$ cat src/rtl/regfile_verify_harness.sv
// rtl/regfile_verify_harness.sv - run/stall/scan harness comparing the regfile against an expected-value ROM
module regfile_verify_harness #(
    parameter int DATA_W  = 32,
    parameter int ADDR_W  = 5,
    parameter int REG_CNT = 32,
    parameter int CYC_W   = 16,
    parameter int SKIP_R0 = 1
) (
    input  logic              clock,
    input  logic              reset,
    input  logic              start,
    input  logic [CYC_W-1:0]  num_cycles,
    input  logic              rwe,
    input  logic [ADDR_W-1:0] rd,
    input  logic [ADDR_W-1:0] cpu_rs1,
    output logic [ADDR_W-1:0] rf_rs1,
    input  logic [DATA_W-1:0] rf_dataA,
    output logic [ADDR_W-1:0] exp_addr,
    input  logic [DATA_W-1:0] exp_data,
    output logic              cpu_stall,
    output logic              busy,
    output logic              done,
    output logic              pass,
    output logic [ADDR_W:0]   err_count,
    output logic              first_fail_valid,
    output logic [ADDR_W-1:0] first_fail_reg,
    output logic [CYC_W-1:0]  write_count
);

    typedef enum logic [2:0] {
        ST_IDLE  = 3'd0,
        ST_RUN   = 3'd1,
        ST_SCAN  = 3'd2,
        ST_DRAIN = 3'd3,
        ST_DONE  = 3'd4
    } state_t;

    // r0 is hard-wired zero on most cores, so it can be left out of the scan
    localparam logic [ADDR_W-1:0] SCAN_FIRST = (SKIP_R0 != 0) ? ADDR_W'(1) : '0;
    localparam logic [ADDR_W-1:0] SCAN_LAST  = ADDR_W'(REG_CNT - 1);

    state_t              state_q, state_d;
    logic [CYC_W-1:0]    len_q, len_d;
    logic [CYC_W-1:0]    cyc_cnt_q, cyc_cnt_d;
    logic [ADDR_W-1:0]   scan_idx_q, scan_idx_d;
    logic [DATA_W-1:0]   act_q, act_d;
    logic [ADDR_W-1:0]   idx_q, idx_d;
    logic                cmp_v_q, cmp_v_d;
    logic [ADDR_W:0]     err_count_q, err_count_d;
    logic                ff_valid_q, ff_valid_d;
    logic [ADDR_W-1:0]   ff_reg_q, ff_reg_d;
    logic [CYC_W-1:0]    write_count_q, write_count_d;

    // state register and datapath flops
    always_ff @(posedge clock or posedge reset) begin
        if (reset) begin
            state_q       <= ST_IDLE;
            len_q         <= '0;
            cyc_cnt_q     <= '0;
            scan_idx_q    <= '0;
            act_q         <= '0;
            idx_q         <= '0;
            cmp_v_q       <= 1'b0;
            err_count_q   <= '0;
            ff_valid_q    <= 1'b0;
            ff_reg_q      <= '0;
            write_count_q <= '0;
        end else begin
            state_q       <= state_d;
            len_q         <= len_d;
            cyc_cnt_q     <= cyc_cnt_d;
            scan_idx_q    <= scan_idx_d;
            act_q         <= act_d;
            idx_q         <= idx_d;
            cmp_v_q       <= cmp_v_d;
            err_count_q   <= err_count_d;
            ff_valid_q    <= ff_valid_d;
            ff_reg_q      <= ff_reg_d;
            write_count_q <= write_count_d;
        end
    end

    // next-state logic: run counter, scan issue and the delayed compare stage
    always_comb begin
        state_d       = state_q;
        len_d         = len_q;
        cyc_cnt_d     = cyc_cnt_q;
        scan_idx_d    = scan_idx_q;
        act_d         = act_q;
        idx_d         = idx_q;
        cmp_v_d       = 1'b0;
        err_count_d   = err_count_q;
        ff_valid_d    = ff_valid_q;
        ff_reg_d      = ff_reg_q;
        write_count_d = write_count_q;

        // ROM data arrives one cycle after its address, so compare against the captured read
        if (cmp_v_q && (exp_data != act_q)) begin
            if (err_count_q != '1) begin
                err_count_d = err_count_q + 1'b1;
            end
            if (!ff_valid_q) begin
                ff_valid_d = 1'b1;
                ff_reg_d   = idx_q;
            end
        end

        case (state_q)
            ST_IDLE, ST_DONE: begin
                if (start) begin
                    len_d         = num_cycles;
                    cyc_cnt_d     = '0;
                    err_count_d   = '0;
                    write_count_d = '0;
                    ff_valid_d    = 1'b0;
                    ff_reg_d      = '0;
                    if (num_cycles != '0) begin
                        state_d = ST_RUN;
                    end else begin
                        state_d    = ST_SCAN;
                        scan_idx_d = SCAN_FIRST;
                    end
                end
            end
            ST_RUN: begin
                cyc_cnt_d = cyc_cnt_q + 1'b1;
                if (rwe && (rd != '0) && (write_count_q != '1)) begin
                    write_count_d = write_count_q + 1'b1;
                end
                if (cyc_cnt_q == len_q - 1'b1) begin
                    state_d    = ST_SCAN;
                    scan_idx_d = SCAN_FIRST;
                end
            end
            ST_SCAN: begin
                act_d   = rf_dataA;
                idx_d   = scan_idx_q;
                cmp_v_d = 1'b1;
                // the last index is kept so the read port stays parked on it in DONE
                if (scan_idx_q == SCAN_LAST) begin
                    state_d = ST_DRAIN;
                end else begin
                    scan_idx_d = scan_idx_q + 1'b1;
                end
            end
            ST_DRAIN: begin
                state_d = ST_DONE;
            end
            default: begin
                state_d = ST_IDLE;
            end
        endcase
    end

    // read port A belongs to the processor until the scan takes it over
    always_comb begin
        rf_rs1 = ((state_q == ST_IDLE) || (state_q == ST_RUN)) ? cpu_rs1 : scan_idx_q;
    end

    assign exp_addr         = scan_idx_q;
    assign cpu_stall        = (state_q == ST_SCAN) || (state_q == ST_DRAIN) || (state_q == ST_DONE);
    assign busy             = (state_q == ST_RUN) || (state_q == ST_SCAN) || (state_q == ST_DRAIN);
    assign done             = (state_q == ST_DONE);
    assign pass             = done && (err_count_q == '0);
    assign err_count        = err_count_q;
    assign first_fail_valid = ff_valid_q;
    assign first_fail_reg   = ff_reg_q;
    assign write_count      = write_count_q;

endmodule

$ cat config.mk
export PLATFORM = sky130hd
export DESIGN_NAME = regfile_verify_harness
export DESIGN_NICKNAME = d
export VERILOG_FILES = /design/src/rtl/regfile_verify_harness.sv
export SDC_FILE = /design/constraint.sdc
export NUM_CORES = 1
export LEC_CHECK = 0
export BUFFER_PORTS_ARGS = -buffer_cell sky130_fd_sc_hd__clkbuf_2
export CAP_MARGIN = 5
export CORE_MARGIN = 5
export CORE_UTILIZATION = 40
export CTS_CLUSTER_SIZE = 24
export DETAILED_ROUTE_END_ITERATION = 10
export GPL_ROUTABILITY_DRIVEN = 0
export PLACE_DENSITY = 0.63
export SLEW_MARGIN = 20
export SYNTH_ARGS = -nofsm -noshare
export SYNTH_HDL_FRONTEND = slang
export SYNTH_SLANG_ARGS = --single-unit
export TNS_END_PERCENT = 50
$ cat constraint.sdc
create_clock -name clock -period 4 [get_ports clock]
set_input_delay 0.8 -clock clock [delete_from_list [all_inputs] [get_ports clock]]
set_output_delay 0.8 -clock clock [all_outputs]
set_load 0.005 [all_outputs]
==> results of run 1 <==
## power groups by stage
stage | registers (mW) | clock network, mW | logic (mW)
after floorplan | 1.70 | 0 | 1.37
after global routing | 1.89 | 1.03 | 1.93
after global placement | 1.82 | 0 | 1.70
after detailed placement | 1.85 | 0 | 1.75
after CTS | 1.83 | 0.983 | 1.76
final | 1.83 | 0.959 | 1.74
## Yosys cell counts, types with 3 or more instances
cell and instances:
sky130_fd_sc_hd__a21oi_1 11, sky130_fd_sc_hd__dfrtp_1 106, sky130_fd_sc_hd__nor4_1 10, sky130_fd_sc_hd__xnor2_1 51, sky130_fd_sc_hd__a21o_1 3, sky130_fd_sc_hd__xor2_1 12, sky130_fd_sc_hd__and3_1 8, sky130_fd_sc_hd__or3_1 5
sky130_fd_sc_hd__nand2_1 65, sky130_fd_sc_hd__nor2_1 44, sky130_fd_sc_hd__mux2i_1 9, sky130_fd_sc_hd__nand2b_1 8, sky130_fd_sc_hd__ha_1 7, sky130_fd_sc_hd__o31ai_1 6, sky130_fd_sc_hd__inv_1 17, sky130_fd_sc_hd__a31oi_1 4
sky130_fd_sc_hd__clkbuf_1 13, sky130_fd_sc_hd__o211ai_1 4, sky130_fd_sc_hd__nor3_1 18, sky130_fd_sc_hd__o21ai_0 32, sky130_fd_sc_hd__and2_1 3, sky130_fd_sc_hd__or2_2 3, sky130_fd_sc_hd__nand4_1 20, sky130_fd_sc_hd__nand3_1 28
sky130_fd_sc_hd__mux2_2 43, sky130_fd_sc_hd__a22oi_1 3, sky130_fd_sc_hd__buf_1 5
## per-layer routing
metal,share of wire (%),wire [um]
met5,0,0
met3,6.3,873
met4,2.7,371
met2,47,6480
met1,44,6070
## logic make-up (layout without fill, tap and decap cells)
kind of cell,count (synthesis),in the layout
flops,106,106
fa+ha+maj,7,7
xor+xnor,63,63
simple gates,225,225
buf+inv,39,173
compound gates,85,85
mux,52,52
## layout make-up
class                           instances  share of cell area [%]
Sequential cell                       106                    38.7
Tap cell                              180                    3.29
Timing Repair Buffer                  139                    10.3
Inverter                               18                    1.02
Clock inverter                          5                    1.24
Clock buffer                           11                    3.40
Multi-Input combinational cell        432                    42.0
## worst max-delay path: cells and delay by family (launching register included)
kind / cells / cell delay (ns)
fa+ha+maj: 1 / 0.29
flops: 1 / 0.45
compound gates: 4 / 0.88
buf+inv: 1 / 0.10
simple gates: 3 / 1.27
## layout by cell type, fill, tap and decap left out, types with 4 or more instances in the layout
cell,netlist,routed
sky130_fd_sc_hd__clkbuf_2,0,135
sky130_fd_sc_hd__dfrtp_1,106,106
sky130_fd_sc_hd__nand2_1,65,65
sky130_fd_sc_hd__xnor2_1,51,51
sky130_fd_sc_hd__nor2_1,44,44
sky130_fd_sc_hd__mux2_2,43,43
sky130_fd_sc_hd__o21ai_0,32,32
sky130_fd_sc_hd__nand3_1,28,28
sky130_fd_sc_hd__nand4_1,20,20
sky130_fd_sc_hd__nor3_1,18,17
sky130_fd_sc_hd__inv_1,17,16
sky130_fd_sc_hd__xor2_1,12,12
sky130_fd_sc_hd__a21oi_1,11,11
sky130_fd_sc_hd__nor4_1,10,10
sky130_fd_sc_hd__mux2i_1,9,9
sky130_fd_sc_hd__clkbuf_16,0,9
sky130_fd_sc_hd__nand2b_1,8,8
sky130_fd_sc_hd__and3_1,8,8
sky130_fd_sc_hd__ha_1,7,7
sky130_fd_sc_hd__o31ai_1,6,6
sky130_fd_sc_hd__or3_1,5,5
sky130_fd_sc_hd__o211ai_1,4,4
sky130_fd_sc_hd__a31oi_1,4,4
sky130_fd_sc_hd__buf_4,0,4
## through the flow
stage	hold slack (ns)	util [%]	setup WS, ns
after floorplan	0.449	-	0.411
after global placement	0.465	46.9	1.20
after detailed placement	0.477	46.9	1.01
after CTS	0.515	49.2	0.997
after global routing	0.536	49.2	0.791
final	0.509	49.2	0.894
## worst max-delay path by stage
stage / from / to / slack (ns) / cells after the start
4_1_cts: len_q[0] / exp_addr[1] / 1.0 / 9
6_report: len_q[0] / exp_addr[1] / 0.89 / 9
5_1_grt: len_q[0] / state_q[0] / 0.79 / 9
3_5_place_dp: len_q[0] / state_q[0] / 1.01 / 9
2_1_floorplan: reset / act_q[0] / 0.41 / 1
3_3_place_gp: len_q[0] / state_q[0] / 1.20 / 9
==> load_flow_metrics.sql, run 1 <==
INSERT INTO impl_metrics (metric_group, metric, value, unit) VALUES
('grt', 'grt_overflow_total', '0', ''),
('setup_path', 'worstPathRequired', '4.23', 'ns'),
('setup_path', 'worst_setup_path_start_kind', 'flop', ''),
('clock_tree', 'cts.htree.levels', '3', ''),
('setup_path', 'endpoint_type_of_the_worst_setup_path', 'flop', ''),
('grt', 'met2_usage', '27.6', '%'),
('hold_path', 'min_delay_path_depth', '1', ''),
('logic_synthesis', 'ys.flop_type', 'sky130_fd_sc_hd__dfrtp_1', ''),
('clock_tree', 'clock_latency', '0.36', 'ns'),
('clock_tree', 'post_cts_resize_count', '0', ''),
('routing', 'vias_per_cell', '5.35', ''),
('clock_tree', 'clkTransAtPathRegs', '0.07', 'ns'),
('logic_synthesis', 'synth_top_area_share', '46.7', '%'),
('finish', 'area.growth.synth_to_final', '20.5', '%'),
('die', 'initial_core_util', '40.8', '%'),
('die', 'dieArea', '16700', 'um^2'),
('logic_synthesis', 'most_area_consuming_cells_after_synthesis', 'sky130_fd_sc_hd__dfrtp_1, sky130_fd_sc_hd__mux2_2, sky130_fd_sc_hd__xnor2_1', ''),
('routing', 'avgRoutedWirePerCell', '15.5', 'um'),
('routing', 'first_iter_violations', '339', ''),
('power', 'power.density_cell_area', '661', 'nW/um^2'),
('grt', 'grt.total_usage', '16.8', '%'),
('placement', 'place_hpwl', '10400', 'um'),
('finish', 'largest_register_ff_count', '32', ''),
('clock_tree', 'total_clock_buffers_created_by_cts', '9', ''),
('finish', 'multi_input_comb_area', '2880', 'um^2'),
('setup_path', 'ff2ff_setup_slack', '0.89', 'ns'),
('grt', 'antenna_found_initial', '0', ''),
('logic_synthesis', 'sequential_fraction_of_the_synthesis_area', '46.7', '%'),
('status', 'status', 'finished clean', ''),
('die', 'core_region_area', '13900', 'um^2'),
('setup_path', 'crit_path_max_incr_delay', '0.85', 'ns'),
('clock_tree', 'cts.hold.buffers_added', '0', ''),
('timing', 'max_freq', '0.322', 'GHz'),
('routing', 'via_count', '4768', ''),
('timing', 'drv_slew', '0', ''),
('clock_tree', 'cts_tree', 'yes', ''),
('clock_tree', 'maximum_buffer_depth_of_the_clock_tree', '2', ''),
('timing', 'unrepaired_setup_endpoints_after_global_routing', 'no', ''),
('grt', 'first_global_vias', '4700', ''),
('finish', 'fin_cells', '891', ''),
('grt', 'gr-usage-met3', '3.26', '%'),
('hold_path', 'hold_path.class', 'reg -> reg', ''),
('setup_path', 'worstPathMaxFanout', '8', ''),
('power', 'vdd_ir_drop_max', '0.205', 'mV'),
('logic_synthesis', 'synth_enable_flop_cells', '0', ''),
('routing', 'routed_wl', '13800', 'um'),
('power', 'power.switching_fraction', '37.3', '%'),
('timing', 'relSlewSlack', '32.3', '%'),
('die', 'chipWidth', '129', 'um'),
('logic_synthesis', 'synthArstFlopShare', '100', '%'),
('finish', 'seqCellArea', '2650', 'um^2'),
('timing', 'max_slew.worst_pin.slew', '1.00', 'ns'),
('setup_path', 'worstPathArrival', '3.34', 'ns'),
('die', 'die_height', '129', 'um'),
('finish', 'num_antenna_cells', '0', ''),
('logic_synthesis', 'synth_warnings', '0', ''),
('routing', 'drt_drc_violations_left', '0', ''),
('setup_path', 'worstRegToRegCells', '9', ''),
('logic_synthesis', 'synth_fp_nets', '678', ''),
('logic_synthesis', 'post_synth.cell_area_avg', '9.85', 'um^2'),
('timing', 'fin_worst_skew', '0.00749', 'ns'),
('logic_synthesis', 'synth_fa_ha_area_share', '1.54', '%'),
('grt', 'wire_length_of_the_first_global_routing_pass', '22600', 'um'),
('placement', 'placed_area', '6530', 'um^2'),
('timing', 'period_share', '77.6', '%'),
('logic_synthesis', 'synth_unique_cells', '56', ''),
('logic_synthesis', 'synthesized_netlist_cell_count', '577', ''),
('power', 'power_leakage', '3.19', 'nW'),
('die', 'io_pins', '136', ''),
('finish', 'final_design_area_no_fill', '6850', 'um^2'),
('finish', 'final.fill_count', '1319', '');
No activity file was read; power rests on OpenSTA's default activity.
==> run 2, diff against run 1 <==
- ABC_AREA: default -> 1
- PLACE_DENSITY: 0.63 -> 0.65
- clock period: 4 -> 2.7 ns (I/O delays scaled with it)
==> run 2 against run 1 <==
Effect of this change:
- routed wire length increased by 13%
- first-iteration DRC count is 4.4% higher
- power up 56%
- clock power up 40%
- combinational power rose by 76%
- clock skew is 0.0025 ns higher
- sequential power increased by 45%
- sequential share of layout area shrank 2.5 points
- synthesized area rose by 8.0%
- cell count increased by 30%
- non-clock buffer count increased by 2
- cell area up 7.0%
- largest power group is now combinational logic
==> load_flow_metrics.sql, run 2 <==
INSERT INTO impl_metrics (metric_group, metric, value, unit) VALUES
('clock_tree', 'cts.htree.levels', '3', ''),
('die', 'io_pins', '136', ''),
('routing', 'drt.antenna.violating_nets', '0', ''),
('hold_path', 'hold_path.class', 'in -> async', ''),
('routing', 'routed_wl', '15500', 'um'),
('logic_synthesis', 'sequential_fraction_of_the_synthesis_area', '43.2', '%'),
('timing', 'relSlewSlack', '52.5', '%'),
('die', 'core_region_area', '15100', 'um^2'),
('routing', 'avgRoutedWirePerCell', '13.4', 'um'),
('clock_tree', 'cts_sinks', '106', ''),
('power', 'seq_power_share', '37.5', '%'),
('finish', 'largest_register_ff_count', '32', ''),
('logic_synthesis', 'synth_enable_flop_cells', '0', ''),
('finish', 'area.growth.synth_to_final', '19.4', '%'),
('placement', 'placed_area', '7030', 'um^2'),
('clock_tree', 'clkTransAtPathRegs', '0.08', 'ns'),
('timing', 'hold_violations', '0', ''),
('clock_tree', 'clock_latency', '0.36', 'ns'),
('die', 'die_height', '134', 'um'),
('clock_tree', 'maximum_buffer_depth_of_the_clock_tree', '2', ''),
('die', 'std_cell_rows', '45', ''),
('die', 'chipWidth', '134', 'um'),
('placement', 'portBuffers', '135', ''),
('timing', 'fin_hold_ws', '0.326', 'ns'),
('timing', 'max_freq', '0.401', 'GHz'),
('finish', 'final.fill_count', '1555', ''),
('routing', 'drt-pass1-iter-count', '4', ''),
('logic_synthesis', 'synth_common_cells', 'sky130_fd_sc_hd__nand2_1, sky130_fd_sc_hd__dfrtp_1, sky130_fd_sc_hd__nor2_1', ''),
('grt', 'grt.total_usage', '17.7', '%'),
('timing', 'setup-violations-final', '0', ''),
('grt', 'first_global_vias', '5441', ''),
('clock_tree', 'cts_tree', 'yes', ''),
('setup_path', 'worst_setup_path_start_kind', 'flop', ''),
('grt', 'antenna_found_initial', '0', ''),
('grt', 'wire_length_of_the_first_global_routing_pass', '25900', 'um'),
('finish', 'share_of_cells_above_drive_strength_1', '21.6', '%'),
('power', 'power_leakage', '3.70', 'nW'),
('logic_synthesis', 'synthesized_netlist_cell_count', '834', ''),
('logic_synthesis', 'synth_warnings', '0', ''),
('logic_synthesis', 'yosys.cell_count.top_type', 'sky130_fd_sc_hd__nand2_1', ''),
('status', 'status', 'finished clean', ''),
('routing', 'via_count', '5610', ''),
('logic_synthesis', 'synthArstFlopShare', '100', '%'),
('finish', 'regMostFlops', 'act_q', ''),
('setup_path', 'endpoint_type_of_the_worst_setup_path', 'output port', ''),
('finish', 'finalNetCount', '1066', ''),
('power', 'vdd_ir_drop_max', '0.556', 'mV'),
('placement', 'dp_cells', '1142', ''),
('routing', 'vias_per_cell', '4.84', ''),
('timing', 'drv_slew', '0', ''),
('logic_synthesis', 'post-synth-top-area-cell', 'sky130_fd_sc_hd__dfrtp_1', ''),
('clock_tree', 'total_clock_buffers_created_by_cts', '9', ''),
('logic_synthesis', 'synth_fp_nets', '935', ''),
('finish', 'layout.cells.most_common_list', 'sky130_fd_sc_hd__nand2_1, sky130_fd_sc_hd__clkbuf_2, sky130_fd_sc_hd__dfrtp_1, sky130_fd_sc_hd__nor2_1, sky130_fd_sc_hd__inv_1', ''),
('timing', 'period_share', '92.3', '%'),
('timing', 'totalNegativeSetupSlack', '0', 'ns'),
('setup_path', 'worstPathArrival', '1.95', 'ns'),
('setup_path', 'timing.setup.critical_path_class', 'reg -> out', ''),
('grt', 'grt_overflow_total', '0', ''),
('timing', 'post-route-min-period', '2.49', 'ns'),
('timing', 'fin_worst_skew', '0.0100', 'ns'),
('die', 'dieArea', '17900', 'um^2'),
('logic_synthesis', 'post_synth.cell_area_avg', '7.36', 'um^2'),
('finish', 'final_design_area_no_fill', '7330', 'um^2'),
('die', 'initial_core_util', '40.5', '%'),
('clock_tree', 'post_cts_resize_count', '0', ''),
('finish', 'fin_cells', '1158', ''),
('clock_tree', 'cts.hold.buffers_added', '0', ''),
('routing', 'drt_drc_violations_left', '0', ''),
('power', 'power.switching_fraction', '43.7', '%'),
('setup_path', 'worstPathRequired', '2.16', 'ns'),
('clock_tree', 'cts_root_buffer_type', 'sky130_fd_sc_hd__clkbuf_16', ''),
('power', 'power.density_cell_area', '964', 'nW/um^2'),
('setup_path', 'worstPathMaxFanout', '9', ''),
('finish', 'layout.core_utilization', '48.4', '%'),
('power', 'clkPwrFrac', '19.0', '%'),
('power', 'combinational_power_share', '43.5', '%'),
('routing', 'first_iter_violations', '354', ''),
('logic_synthesis', 'most_area_consuming_cells_after_synthesis', 'sky130_fd_sc_hd__dfrtp_1, sky130_fd_sc_hd__nand2_1, sky130_fd_sc_hd__nor2_1', ''),
('flow_run', 'max_cap_violations', '0', ''),
('finish', 'num_antenna_cells', '0', ''),
('power', 'power.net_switching', '3.09', 'mW'),
('finish', 'layout.cells.most_common', 'sky130_fd_sc_hd__nand2_1', ''),
('logic_synthesis', 'ys.flop_type', 'sky130_fd_sc_hd__dfrtp_1', ''),
('timing', 'unrepaired_setup_endpoints_after_global_routing', 'no', ''),
('clock_tree', 'cts.repair_timing.setup_buffer_count', '0', ''),
('logic_synthesis', 'number_of_storage_elements_in_the_synthesis_netlist', '106', ''),
('logic_synthesis', 'synth_unique_cells', '37', ''),
('timing', 'max_slew.worst_pin.slew', '0.711', 'ns'),
('power', 'p_int', '3.98', 'mW'),
('logic_synthesis', 'synthesis.area', '6140', 'um^2'),
('logic_synthesis', 'synth_top_area_share', '43.2', '%'),
('grt', 'grt_start_max_net_pins', '107', ''),
('placement', 'place_hpwl', '11600', 'um');
## run 2: cell types whose count changed after synthesis, moves of 15 or more
cell                      change
sky130_fd_sc_hd__mux2_2      -42
sky130_fd_sc_hd__nor2_1      +24
sky130_fd_sc_hd__inv_1       +42
sky130_fd_sc_hd__o21ai_0     +17
sky130_fd_sc_hd__nor2_2      +15
sky130_fd_sc_hd__nand2_1    +232
sky130_fd_sc_hd__xnor2_1     -28
## run 2: path summary, 6_finish.rpt
path | start | endpoint | slack, ns | depth (start not counted)
worst max-delay path | state_q[0] | rf_rs1[0] | 0.21 | 6
worst min-delay path | reset | err_count[0] | 0.33 | 3
worst max register to register | len_q[0] | exp_addr[0] | 0.56 | 13
worst min register to register | idx_q[0] | idx_q[0] | 0.49 | 2
max in group asynchronous | reset | write_count[8] | 1.93 | 3
min in group clock | rf_dataA[21] | act_q[21] | 0.37 | 3
## run 2: routing by layer
layer	part of all wire, %	global-route usage (%)	vias up
met4	1.2	4.80	0
met2	46	29.1	127
met1	47	22.5	2549
met5	0	0	-
met3	6.0	5.81	14
li1	-	-	2920
## run 2: worst max-delay path: stages (launching register included)
cell and delay [ns]:
sky130_fd_sc_hd__dfrtp_1 0.45, sky130_fd_sc_hd__nor2_4 0.22, sky130_fd_sc_hd__inv_2 0.10, sky130_fd_sc_hd__nand2_1 0.13, sky130_fd_sc_hd__nand2_1 0.23, sky130_fd_sc_hd__mux2_2 0.34
sky130_fd_sc_hd__clkbuf_2 0.11
## run 2: layout make-up
type	count	area [um^2]	share of cell area, %
timing repair buffer	141	733	10.0
clock inverter	5	45.0	0.615
sequential	106	2650	36.2
clock buffer	11	253	3.45
tap	188	235	3.21
multi-input combinational	636	3140	42.8
inverter	71	270	3.69
## run 2: through the flow
stage	power, mW	setup slack [ns]
floorplan	4.84	0.878
global placement	5.71	0.493
detailed placement	5.78	0.501
global route	7.73	0.0858
CTS	7.15	0.0884
finish	7.07	0.207
## run 2: power by group through the flow
stage          logic, mW  registers, mW  clock network (mW)
2_1_floorplan       2.30           2.53                   0
3_3_place_gp        3.05           2.67                   0
3_5_place_dp        3.11           2.67                   0
4_1_cts             3.11           2.65                1.38
5_1_grt             3.56           2.73                1.44
6_report            3.07           2.65                1.34
## run 2: cells by family after synthesis
family | count (synthesis) | share of synthesized area [%]
XOR/XNOR | 48 | 6.85
buffers and inverters | 92 | 5.77
AO/OA/AOI/OAI | 82 | 7.28
multiplexers | 2 | 0.346
adder cells (fa/ha/maj) | 7 | 1.43
AND/OR/NAND/NOR | 497 | 35.1
flip-flops | 106 | 43.2
